File: src/rtl/context_switch_handler.sv
// context_switch_handler
// Saves the interrupted process PC, round-robin selects the next runnable
// process from a per-process table and issues a one-cycle PC-load strobe.
// With no runnable process the OS entry point is loaded instead.
module context_switch_handler #(
  parameter int unsigned     NUM_PROC = 8,
  parameter int unsigned     PID_W    = 3,
  parameter int unsigned     PC_W     = 32,
  parameter logic [PC_W-1:0] OS_ENTRY = '0
) (
  input  logic             clock,
  input  logic             reset,
  input  logic             troca_contexto,
  input  logic [PC_W-1:0]  pc_processo_trocado,
  input  logic             fim_processo,
  input  logic             cria_processo,
  input  logic [PID_W-1:0] cria_pid,
  input  logic [PC_W-1:0]  cria_pc,
  output logic [PID_W-1:0] processo_atual,
  output logic [PC_W-1:0]  pc_novo,
  output logic             carrega_pc,
  output logic             ocupado,
  output logic             sem_processo
);

  typedef enum logic [1:0] {
    IDLE,
    SAVE,
    SEARCH,
    LOAD
  } state_t;

  localparam logic [PID_W:0] CNT_LAST = (PID_W+1)'(NUM_PROC - 1);

  state_t           state;
  state_t           state_next;

  logic [PC_W-1:0]  table_pc [NUM_PROC];
  logic [NUM_PROC-1:0] valid;

  logic [PID_W-1:0] ptr;
  logic [PID_W:0]   cnt;
  logic             pending_fim;
  logic             troca_q;
  logic             fim_q;

  logic             troca_evt;
  logic             fim_evt;

  // control strobes from the next-state logic
  logic             start_search;
  logic             invalidate;
  logic             save;
  logic             step;
  logic             enter_load;
  logic             hit;

  // rising-edge events of the two request levels
  always_comb begin
    troca_evt = troca_contexto & ~troca_q;
    fim_evt   = fim_processo & ~fim_q;
  end

  // busy whenever a switch is in progress
  always_comb begin
    ocupado = (state != IDLE);
  end

  // state register
  always_ff @(posedge clock) begin
    if (reset) state <= IDLE;
    else       state <= state_next;
  end

  // next-state and control decode; fim takes priority over a troca event
  always_comb begin
    state_next   = state;
    start_search = 1'b0;
    invalidate   = 1'b0;
    save         = 1'b0;
    step         = 1'b0;
    enter_load   = 1'b0;
    hit          = 1'b0;
    case (state)
      IDLE: begin
        if (fim_evt || pending_fim) begin
          invalidate   = 1'b1;
          start_search = 1'b1;
          state_next   = SEARCH;
        end else if (troca_evt) begin
          state_next = SAVE;
        end
      end
      SAVE: begin
        save         = 1'b1;
        start_search = 1'b1;
        state_next   = SEARCH;
      end
      SEARCH: begin
        if (valid[ptr]) begin
          hit        = 1'b1;
          enter_load = 1'b1;
          state_next = LOAD;
        end else if (cnt == CNT_LAST) begin
          enter_load = 1'b1;
          state_next = LOAD;
        end else begin
          step = 1'b1;
        end
      end
      LOAD: begin
        state_next = IDLE;
      end
      default: begin
        state_next = IDLE;
      end
    endcase
  end

  // edge-detect registers and deferred fim request
  always_ff @(posedge clock) begin
    if (reset) begin
      troca_q     <= 1'b0;
      fim_q       <= 1'b0;
      pending_fim <= 1'b0;
    end else begin
      troca_q <= troca_contexto;
      fim_q   <= fim_processo;
      if (invalidate)
        pending_fim <= 1'b0;
      if (fim_evt && (state != IDLE))
        pending_fim <= 1'b1;
    end
  end

  // search pointer and examined-entry count
  always_ff @(posedge clock) begin
    if (reset) begin
      ptr <= '0;
      cnt <= '0;
    end else if (start_search) begin
      ptr <= processo_atual + PID_W'(1);
      cnt <= '0;
    end else if (step) begin
      ptr <= ptr + PID_W'(1);
      cnt <= cnt + (PID_W+1)'(1);
    end
  end

  // process table; a create is written last so it wins over save/invalidate
  always_ff @(posedge clock) begin
    if (reset) begin
      for (int unsigned i = 0; i < NUM_PROC; i++)
        table_pc[i] <= '0;
      valid <= '0;
    end else begin
      if (save)
        table_pc[processo_atual] <= pc_processo_trocado;
      if (invalidate)
        valid[processo_atual] <= 1'b0;
      if (cria_processo) begin
        table_pc[cria_pid] <= cria_pc;
        valid[cria_pid]    <= 1'b1;
      end
    end
  end

  // output registers, updated on entry to LOAD so they are valid with the strobe
  always_ff @(posedge clock) begin
    if (reset) begin
      processo_atual <= '0;
      pc_novo        <= OS_ENTRY;
      carrega_pc     <= 1'b0;
      sem_processo   <= 1'b1;
    end else begin
      carrega_pc <= enter_load;
      if (enter_load) begin
        if (hit) begin
          pc_novo        <= table_pc[ptr];
          processo_atual <= ptr;
          sem_processo   <= 1'b0;
        end else begin
          pc_novo      <= OS_ENTRY;
          sem_processo <= 1'b1;
        end
      end
    end
  end

endmodule
File: config.mk
export PLATFORM = sky130hd
export DESIGN_NAME = context_switch_handler
export DESIGN_NICKNAME = d
export VERILOG_FILES = /design/src/rtl/context_switch_handler.sv
export SDC_FILE = /design/constraint.sdc
export NUM_CORES = 1
export LEC_CHECK = 0
export CORE_MARGIN = 10
export CORE_UTILIZATION = 50
export CTS_CLUSTER_DIAMETER = 150
export CTS_CLUSTER_SIZE = 20
export DETAILED_ROUTE_END_ITERATION = 8
export GPL_ROUTABILITY_DRIVEN = 0
export PLACE_DENSITY = 0.76
export SETUP_SLACK_MARGIN = 0.4
export SLEW_MARGIN = 30
export SYNTH_ARGS = -nofsm -noshare
export SYNTH_HDL_FRONTEND = slang
export SYNTH_SLANG_ARGS = --single-unit
File: constraint.sdc
create_clock -name clock -period 4.3 [get_ports clock]
set_clock_uncertainty 0.15 [all_clocks]
set_input_delay 0.86 -clock clock [delete_from_list [all_inputs] [get_ports clock]]
set_output_delay 0.86 -clock clock [all_outputs]
set_load 0.05 [all_outputs]
Word level (Yosys, flattened, before mapping)
Memory sizes are Yosys's and may differ from the RTL's. A register that Yosys moved wholly into a read port is not among the register bits.
Cells that the tools add are included.
{"block": "op_classes", "n_eq_ne": 6, "magnitude_cmp": 5, "addsub": 3, "reduce_logical": 13, "mux": 48, "bitwise_logic": 7}
{"cell": "$mux 32", "count": 3}
{"cell": "$reduce_or 32->1", "count": 2}
{"cell": "$mux 1", "count": 27}
{"cell": "$mux 8", "count": 3}
{"cell": "$mux 3", "count": 6}
{"cell": "$lt 3x4->1 const B", "count": 3}
{"cell": "$and 8x8->8", "count": 1}
{"cell": "$mux 2", "count": 4}
{"cell": "$not 8->8", "count": 1}
{"cell": "$or 8x8->8", "count": 1}
{"cell": "$pmux 2 s4", "count": 1}
{"cell": "$add 3x1->3 const B", "count": 2}
{"cell": "$demux 1 s3", "count": 2}
{"cell": "$ge 3x1->1 const B", "count": 2}
{"cell": "$ne 3x3->1 const B", "count": 2}
{"cell": "$reduce_bool 2->1", "count": 3}
{"cell": "$add 4x1->4 const B", "count": 1}
{"cell": "$eq 2x2->1 const B", "count": 2}
{"cell": "$eq 4x3->1 const B", "count": 1}
{"cell": "$reduce_and 2->1", "count": 2}
{"cell": "$bmux 1 s3", "count": 1}
{"cell": "$logic_and 1x1->1", "count": 3}
{"cell": "$and 1x1->1", "count": 2}
{"cell": "$eq 2x1->1 const B", "count": 1}
{"cell": "other kinds (5)", "count": 6}
{"block": "word_totals", "out_inout_bits": 38, "ram_bits": 256, "ff_bits": 57, "wordCells": 94, "n_memories": 1, "in_bits": 72}
{"memory": "table_pc", "depth": 8, "word_bits": 32, "read_ports": 1, "rd_ports_with_merged_regs": 1, "wr": 8, "line": "38", "text": "logic [PC_W-1:0] table_pc [NUM_PROC];"}

Depth between registers and ports, before layout
Gate-level depths: netlist of the first run.
{"block": "depth", "ltp_word": 10, "depth_mapped": 9, "ltp_nobuf": 9}

Least setup slack after synthesis of the first run
Ideal clock, no wire load.
{"block": "synth_timing", "path_type": "in2reg", "from": "input port reset", "to": "memory table_pc[2][0] (enable)", "path_stages": 4, "arrival_ns": 3.215, "required_time_ns": 3.714, "path_slack_ns": 0.498, "n_path_buf": 2, "setup_ns": 0.436, "path_cell_list": "clkbuf_1 > or3b_2 > clkbuf_1 > o221ai_1"}
{"element": "from (decl)", "line": "12", "text": "input logic reset,"}
{"element": "to (decl)", "line": "38"}

Final worst setup path of the first run
{"block": "layout_timing", "from": "register state[0]", "to": "output port ocupado"}
{"block": "layout_via", "elab_chain_len": 1}
{"element": "from (decl)", "line": "35", "text": "state_t state;"}
{"element": "from (signal assigned)", "line": "72", "text": "else state <= state_next;"}
{"element": "$reduce_bool 2->1", "line": "66", "text": "ocupado = (state != IDLE);"}
{"element": "to (decl)", "line": "22", "text": "output logic ocupado,"}
No other way between the ends.

==> results of run 1 <==
## synthesized netlist by cell type, drive strengths merged, types with 3 or more instances
cell	count
o211ai	5
nor2b	4
o21ai	14
nor3	13
a22o	256
mux2	5
or4	3
mux4	66
nand3	7
edfxtp	256
o311ai	4
nor2	12
clkbuf	62
a21oi	9
nand3b	3
o2bb2ai	32
dfxtp	60
or3	10
inv	8
nand2	10
buf	88
ha	6
nand2b	6
mux2i	39
## kinds of logic (layout without fill, tap and decap cells)
| logic type | count (synthesis) | after routing | share of synthesized area |
|---|---|---|---|
| fa+ha+maj | 6 | 6 | 0.00509 |
| flops | 316 | 316 | 0.603 |
| buf+inv | 159 | 190 | 0.0427 |
| mux | 110 | 110 | 0.131 |
| simple gates | 74 | 74 | 0.0269 |
| xor+xnor | 1 | 1 | 0.000594 |
| compound gates | 332 | 332 | 0.191 |
## how the worst min path moves through the flow
stage                             startpoint                  endpoint
global placement     pc_novo[9]$_SDFFE_PP0P_   pc_novo[9]$_SDFFE_PP0P_
global route         pc_novo[3]$_SDFFE_PP0P_   pc_novo[3]$_SDFFE_PP0P_
floorplan                cnt[3]$_SDFFE_PP0P_       cnt[3]$_SDFFE_PP0P_
detailed placement  pc_novo[18]$_SDFFE_PP0P_  pc_novo[18]$_SDFFE_PP0P_
CTS                 pc_novo[11]$_SDFFE_PP0P_  pc_novo[11]$_SDFFE_PP0P_
finish              pc_novo[11]$_SDFFE_PP0P_  pc_novo[11]$_SDFFE_PP0P_
## flip-flops by register name, summed over array words and instances (netlist names), named ones only
| register | flops |
|---|---|
| pc_novo | 32 |
| carrega_pc | 1 |
| pending_fim | 1 |
| sem_processo | 1 |
| valid | 8 |
| state | 2 |
| ptr | 3 |
| table_pc | 256 |
| cnt | 4 |
| processo_atual | 3 |
| fim_q | 1 |
| troca_q | 1 |
## report_power, final
part | total (uW) | internal [uW] | switching, uW
Combinational | 1700 | 866 | 839
Clock | 1880 | 895 | 981
Sequential | 3820 | 3530 | 290
## final cells by class
class / count / area share
sequential: 316 / 0.531
inverter: 9 / 0.00202
tap: 384 / 0.0287
multi-input combinational: 523 / 0.319
clock buffer: 30 / 0.0308
clock inverter: 2 / 0.00231
timing repair buffer: 149 / 0.0860
## per-stage QoR
stage / power (uW) / hold WS (ns) / setup WS (ns) / cells / util
global placement: 5560 / 0.297 / 0.531 / 1381 / 0.560
detailed placement: 5590 / 0.295 / 0.736 / 1381 / 0.560
global route: 7670 / 0.330 / 1.08 / 1413 / 0.579
floorplan: 5050 / 0.297 / 0.498 / 998 / -
finish: 7400 / 0.316 / 1.21 / 1413 / 0.579
CTS: 7420 / 0.321 / 1.18 / 1413 / 0.579
## per-layer routing
layer	part of all wire	routed length [microns]
met5	0	0
met4	0.016	603
met3	0.10	3910
met2	0.50	19100
met1	0.39	14800
==> impl_results.rst, run 1 <==
.. list-table::
   :header-rows: 1

   * - Metric
     - Value
   * - Status
     - complete, no violations
   * - Congestion Overflow GR
     - 0
   * - Die area
     - 36,800 sq um
   * - Highest Clock Rate
     - 323 MHz
   * - Die height
     - 192 microns
   * - Max Transition Viols Final
     - 0
   * - Lkg Pwr
     - 0.00571 uW
   * - Reg-to-reg critical path endpoint
     - pc_novo[0]$_SDFFE_PP0P_
   * - Diodes inserted
     - 0
   * - Hold Path Class
     - flop to flop
   * - Stages on the worst setup path
     - 4
   * - Initial Util
     - 0.510
   * - Destination of the critical timing path
     - ocupado
   * - Cell type contributing the most total cell area after synthesis
     - edfxtp_1
   * - DR WL/cell
     - 27.2 microns
   * - Initial drt markers
     - 1,052
   * - Sinks on the clock net
     - 316
   * - Post-cts hold buffer count
     - 0
   * - Number of routed nets with antenna violations
     - 0
   * - Total number of yosys warnings
     - 0
   * - Count of distinct cell types in the synthesized netlist
     - 45
   * - Number of enable-type register cells in the synthesized netlist
     - 256
   * - Total clock buffers created by CTS
     - 19
   * - Slew headroom
     - 0.471
   * - IO Count
     - 110
   * - Mapped cell area
     - 14,700 sq um
   * - Core area
     - 28,900 sq um
   * - Average vias per placed instance
     - 6.74
   * - CTS tree
     - done
   * - Busiest metal layer after global routing
     - met2
   * - Multi-input gate area in the final layout
     - 5350 sq um
   * - DRC violation count after routing
     - 0
   * - Most frequent cell on the critical path
     - inv_1
   * - Syn avg cell area
     - 14.8 sq um
   * - Worst-margin pin slew
     - 0.792 ns
   * - Largest fanout of any net on the critical path
     - 5
   * - Final Hold Violating Endpoints
     - 0
   * - Total negative slack
     - 0 ns
   * - Classification of the worst setup path
     - flop to primary output
   * - Maximum number of pins on one net before global-route repair
     - 35
   * - Number of max-cap violations
     - 0
   * - Count of input and output buffers
     - 109
   * - Launching element of the worst setup path
     - state[0]$_SDFFE_PP0P_
   * - Data arrival time at the worst-slack endpoint
     - 2.08 ns
   * - Post-synth top area share
     - 0.521
   * - Met1 Use GR
     - 0.273
   * - Setup crit start kind
     - flop
   * - DP Wirelength
     - 23.1 mm
   * - Endpoints failing setup
     - 0
   * - Global Route Usage Sum
     - 0.206
   * - Worst skew pair latency
     - 0.53 ns
   * - Number of global-route vias before repair
     - 9,735
   * - Clock Pin Slew Worst Setup and Hold Paths
     - 0.08 ns
   * - Number of levels the H-tree was split into
     - 1
   * - Slack of the worst reg-to-reg path
     - 1.26 ns
   * - Horizontal die dimension
     - 192 microns
   * - Most frequent cells in the layout
     - a22o_1 (256), edfxtp_1 (256), clkdlybuf4s50_1 (109), mux4_2 (66), dfxtp_1 (57)
   * - Row cnt
     - 62
   * - Count of buffers added by post-CTS timing repair for setup
     - 0
   * - Buffer cell driving the clock tree root
     - clkbuf_16
   * - Reg-to-Reg Start
     - ptr[0]$_SDFFE_PP0N_
   * - Synth Net Count
     - 1,076
   * - Cell area after placement
     - 16,200 sq um
   * - Synth Flop Type
     - edfxtp_1
   * - Longest Clk Path Bufs
     - 3
   * - Initial DRT Pass Iterations
     - 5
   * - Critical path buffer and inverter count
     - 3
   * - Family with the most delay on the worst path
     - buffers and inverters
   * - Synth area leaders
     - edfxtp_1 (52%), a22o_1 (15%), mux4_2 (10%)
   * - GR met2 Demand/Resource
     - 0.348
   * - Share of layout cells above drive strength 1
     - 0.151
   * - Net total in the final layout
     - 1,096
   * - Total number of vias
     - 9,524
   * - CP max-delay cell
     - clkdlybuf4s50_1
   * - Post-synth ARST share
     - 0
   * - Synth-to-layout area growth
     - 13.7%
   * - Sequential cell area fraction in the yosys report
     - 0.603
   * - Antenna violations before repair
     - 0
   * - Global-route wire length before repair
     - 59.0 mm
   * - Register Area
     - 8900 sq um
   * - Number of cells upsized or downsized after cts
     - 0
   * - Post-layout minimum cycle time
     - 3.09 ns
   * - Met3 usage in global routing
     - 0.0401
   * - Kind of end point of the critical path
     - primary output
   * - Worst VDD drop
     - 0.353 mV
   * - Total length of routed wires
     - 38.4 mm
   * - Delay of the slowest cell on the worst path
     - 0.80 ns
   * - Cells traversed along the worst timing path
     - inv_1 > ha_1 > inv_1 > clkdlybuf4s50_1
   * - Hold Path Stages
     - 1
   * - Post-Synthesis Cells
     - 998
   * - RSZ-0062 raised after global routing
     - false
   * - Post-route design area
     - 16,800 sq um
   * - Period utilisation layout
     - 0.719
   * - Worst Reg-to-Reg Cells
     - 5
   * - Number of filler cells placed in the layout
     - 2,238
   * - Total of flip-flops plus latches after synthesis
     - 316
   * - Power density cells
     - 441 nW/um^2
   * - Required @ worst endpoint
     - 3.29 ns
(Power assumes the default switching activity.)
==> run 2: changes to the inputs <==
--- a/config.mk
+++ b/config.mk
@@ -11,7 +11,7 @@
 export CTS_CLUSTER_SIZE = 20
 export DETAILED_ROUTE_END_ITERATION = 8
 export GPL_ROUTABILITY_DRIVEN = 0
-export PLACE_DENSITY = 0.76
+export PLACE_DENSITY = 0.79
 export SETUP_SLACK_MARGIN = 0.4
 export SLEW_MARGIN = 30
 export SYNTH_ARGS = -nofsm -noshare
==> constraint.sdc (replaced) <==
create_clock -name clock -period 2.54 [get_ports clock]
set_clock_uncertainty 0.15 [all_clocks]
set_input_delay 0.508 -clock clock [delete_from_list [all_inputs] [get_ports clock]]
set_output_delay 0.508 -clock clock [all_outputs]
set_load 0.05 [all_outputs]
==> run 2 against run 1 <==
  * Die area stayed put
  * Critical path depth is 2 higher
  * Via count increased by 12%
  * Sequential share of layout area is 6.3 points lower
  * Clock-buffer cell count fell by 1
  * Design area up 13%
  * First-iteration DRC count grew 51%
  * Flip-flop and latch count is the same
  * Critical path type is now flop to flop
  * Largest cell class unchanged
  * Largest power group unchanged
  * Highest routed layer is now met5
==> impl_results.rst, run 2 (same netlist as run 1, synthesis figures left out) <==
.. list-table::
   :header-rows: 1

   * - Metric
     - Value
   * - Worst-margin pin slew
     - 0.574 ns (was 0.792 ns)
   * - Multi-input gate area in the final layout
     - 5900 sq um (was 5350 sq um)
   * - Total clock buffers created by CTS
     - 19 (unchanged)
   * - Max Transition Viols Final
     - 0 (unchanged)
   * - Hold Path Stages
     - 1 (unchanged)
   * - Sinks on the clock net
     - 316 (unchanged)
   * - Initial Util
     - 0.510 (unchanged)
   * - GR met2 Demand/Resource
     - 0.382 (was 0.348)
   * - Global Route Usage Sum
     - 0.232 (was 0.206)
   * - Period utilisation layout
     - 0.915
   * - Number of global-route vias before repair
     - 10,500 (was 9,735)
   * - Met1 Use GR
     - 0.310 (was 0.273)
   * - Critical hold path startpoint
     - pc_novo[4]$_SDFFE_PP0P_ (was pc_novo[11]$_SDFFE_PP0P_)
   * - DP Cell Count
     - 1,428 (was 1,381)
   * - Share of layout cells above drive strength 1
     - 0.294 (was 0.151)
   * - Kind of end point of the critical path
     - flop (was primary output)
   * - Global-route wire length before repair
     - 65.0 mm (was 59.0 mm)
   * - Post-cts hold buffer count
     - 0 (unchanged)
   * - Synth-to-layout area growth
     - 29.0% (was 13.7%)
   * - Busiest metal layer after global routing
     - met2 (unchanged)
   * - DRC violation count after routing
     - 0 (unchanged)
   * - Maximum number of pins on one net before global-route repair
     - 43 (was 35)
   * - DP Wirelength
     - 25.5 mm (was 23.1 mm)
   * - Reg-to-Reg Start
     - ptr[0]$_SDFFE_PP0N_ (unchanged)
   * - Most frequent cells in the layout
     - a22o_1 (256), edfxtp_1 (256), clkdlybuf4s50_1 (70), mux4_2 (66), buf_4 (58) (was a22o_1 (256), edfxtp_1 (256), clkdlybuf4s50_1 (109), mux4_2 (66), dfxtp_1 (57))
   * - Family with the most delay on the worst path
     - multiplexers (was buffers and inverters)
   * - Setup crit start kind
     - flop (unchanged)
   * - RSZ-0062 raised after global routing
     - true (was false)
   * - Delay of the slowest cell on the worst path
     - 0.55 ns (was 0.80 ns)
   * - Die area
     - 36,800 sq um (unchanged)
   * - Antenna violations before repair
     - 2 (was 0)
   * - Average vias per placed instance
     - 7.01 (was 6.74)
   * - Number of filler cells placed in the layout
     - 1,882 (was 2,238)
   * - Required @ worst endpoint
     - 2.80 ns (was 3.29 ns)
   * - Core area
     - 28,900 sq um (unchanged)
   * - Register Area
     - 8910 sq um (was 8900 sq um)
   * - Most frequent cell on the critical path
     - buf_6 (was inv_1)
   * - Endpoints failing setup
     - 0 (unchanged)
   * - Worst VDD drop
     - 0.439 mV (was 0.353 mV)
   * - Status
     - complete, no violations (unchanged)
   * - Cells traversed along the worst timing path
     - mux2_4 > mux4_2 > buf_6 > buf_6 > o211ai_1 > mux2i_1 (was inv_1 > ha_1 > inv_1 > clkdlybuf4s50_1)
   * - Total length of routed wires
     - 47.1 mm (was 38.4 mm)
   * - Number of max-cap violations
     - 0 (unchanged)
   * - Critical path buffer and inverter count
     - 2 (was 3)
   * - Initial drt markers
     - 1,589 (was 1,052)
   * - Die height
     - 192 microns (unchanged)
   * - Largest fanout of any net on the critical path
     - 7 (was 5)
   * - Post-placement setup slack
     - -0.166 ns (was 0.736 ns)
   * - Worst skew pair latency
     - 0.53 ns (about the same)
   * - Initial DRT Pass Iterations
     - 5 (unchanged)
   * - Highest Clock Rate
     - 430 MHz
   * - Hold slack final
     - 0.318 ns (was 0.316 ns)
   * - Power density cells
     - 706 nW/um^2 (was 441 nW/um^2)
   * - DR WL/cell
     - 30.9 microns (was 27.2 microns)
   * - Net total in the final layout
     - 1,205 (was 1,096)
   * - Count of placed standard cells in the final layout, fillers left out
     - 1,521 (was 1,413)
   * - Worst Setup Slack, final
     - 0.216 ns (was 1.21 ns)
   * - Core occupancy in the finished layout
     - 0.657 (was 0.579)
   * - Overall power consumption
     - 13,400 uW (was 7400 uW)
   * - Count of input and output buffers
     - 109 (unchanged)
   * - Post-layout minimum cycle time
     - 2.32 ns
   * - Lkg Pwr
     - 0.00687 uW (was 0.00571 uW)
   * - Longest Clk Path Bufs
     - 3 (unchanged)
   * - Data arrival time at the worst-slack endpoint
     - 2.59 ns (was 2.08 ns)
   * - Total number of vias
     - 10,700 (was 9,524)
   * - CTS tree
     - done (unchanged)
   * - Slack of the worst reg-to-reg path
     - 0.22 ns (was 1.26 ns)
   * - Row cnt
     - 62 (unchanged)
   * - Met3 usage in global routing
     - 0.0424 (was 0.0401)
   * - Register with the most flip-flops
     - table_pc (unchanged)
   * - Number of levels the H-tree was split into
     - 1 (unchanged)
   * - Flip-flop count of the largest register, all copies and words added
     - 256 (unchanged)
   * - Slew headroom
     - 0.606 (was 0.471)
   * - CP max-delay cell
     - mux4_2 (was clkdlybuf4s50_1)
   * - Worst Reg-to-Reg Cells
     - 6 (was 5)
   * - End point of the most critical hold path
     - pc_novo[4]$_SDFFE_PP0P_ (was pc_novo[11]$_SDFFE_PP0P_)
   * - Classification of the worst setup path
     - flop to flop (was flop to primary output)
   * - Congestion Overflow GR
     - 0 (unchanged)
   * - Buffer cell driving the clock tree root
     - clkbuf_16 (unchanged)
   * - Clock Pin Slew Worst Setup and Hold Paths
     - 0.08 ns (about the same)
   * - IO Count
     - 110 (unchanged)
   * - Number of routed nets with antenna violations
     - 0 (unchanged)
   * - Horizontal die dimension
     - 192 microns (unchanged)
   * - Hold Path Class
     - flop to flop (unchanged)
   * - Registers with the most flip-flops
     - table_pc: 256 flops, pc_novo: 32 flops, valid: 8 flops (unchanged)
   * - Launching element of the worst setup path
     - ptr[0]$_SDFFE_PP0N_ (was state[0]$_SDFFE_PP0P_)
   * - Final Hold Violating Endpoints
     - 0 (unchanged)
-- run 2: changes by cell type in the layout (fill, tap and decap cells not counted), sizes merged --
cell           delta
buf              +99
clkdlybuf4s50    -39
dlygate4sd2      +35
clkbuf           +10
clkdlybuf4s15     +2
diode             +1
dlymetal6s2s      +1
inv               -1
-- run 2: layer usage --
layer | part of all wire | up-vias
met5 | 0.00049 | -
met4 | 0.028 | 4
met3 | 0.11 | 110
met2 | 0.50 | 857
met1 | 0.36 | 5356
li1 | - | 4342
-- run 2: repair_timing --
item,in CTS,in global routing
gates cloned,12,14
resized for setup,119,61
endpoints found under the hold margin,0,0
pin swaps,21,23
endpoints found under the setup margin,201,315
setup buffers,19,17
-- run 2: worst register-to-register path, cell delays in order (launching register included) --
cell and delay [ns]:
dfxtp_4 0.41, mux2_4 0.31, mux4_2 0.55, buf_6 0.17, buf_6 0.13, o211ai_1 0.20
mux2i_1 0.31
-- run 2: power by group --
part	internal (uW)	leakage, uW	switching, uW	total, uW
clock network	1500	0.000260	1670	3170
registers	5980	0.00315	247	6220
logic	1960	0.00346	2070	4040
-- run 2: layout make-up --
type / instances / area share
inverter: 9 / 0.00191
antenna: 1 / 0.000132
timing repair buffer: 258 / 0.166
sequential: 316 / 0.468
clock inverter: 1 / 0.00158
tap: 384 / 0.0253
clock buffer: 29 / 0.0270
multi-input combinational: 523 / 0.310
-- run 2: per-stage QoR --
stage | instance area (sq um) | TNS, ns
2_1_floorplan | 14900 | 0
3_3_place_gp | 17000 | -4.50
3_5_place_dp | 17000 | -16.64
4_1_cts | 18300 | 0
5_1_grt | 19000 | 0
6_report | 19000 | 0
-- run 2: how the worst max path moves through the flow --
stage | to | slack (ns) | cells after the start
finish | flop | 0.22 | 6
global route | flop | 0.14 | 6
CTS | pc_novo[22]$_SDFFE_PP0P_ | 0.26 | 8
detailed placement | flop | -0.17 | 9
global placement | flop | -0.12 | 9
floorplan | table_pc[2][0]$_DFFE_PP_ | 0.21 | 4
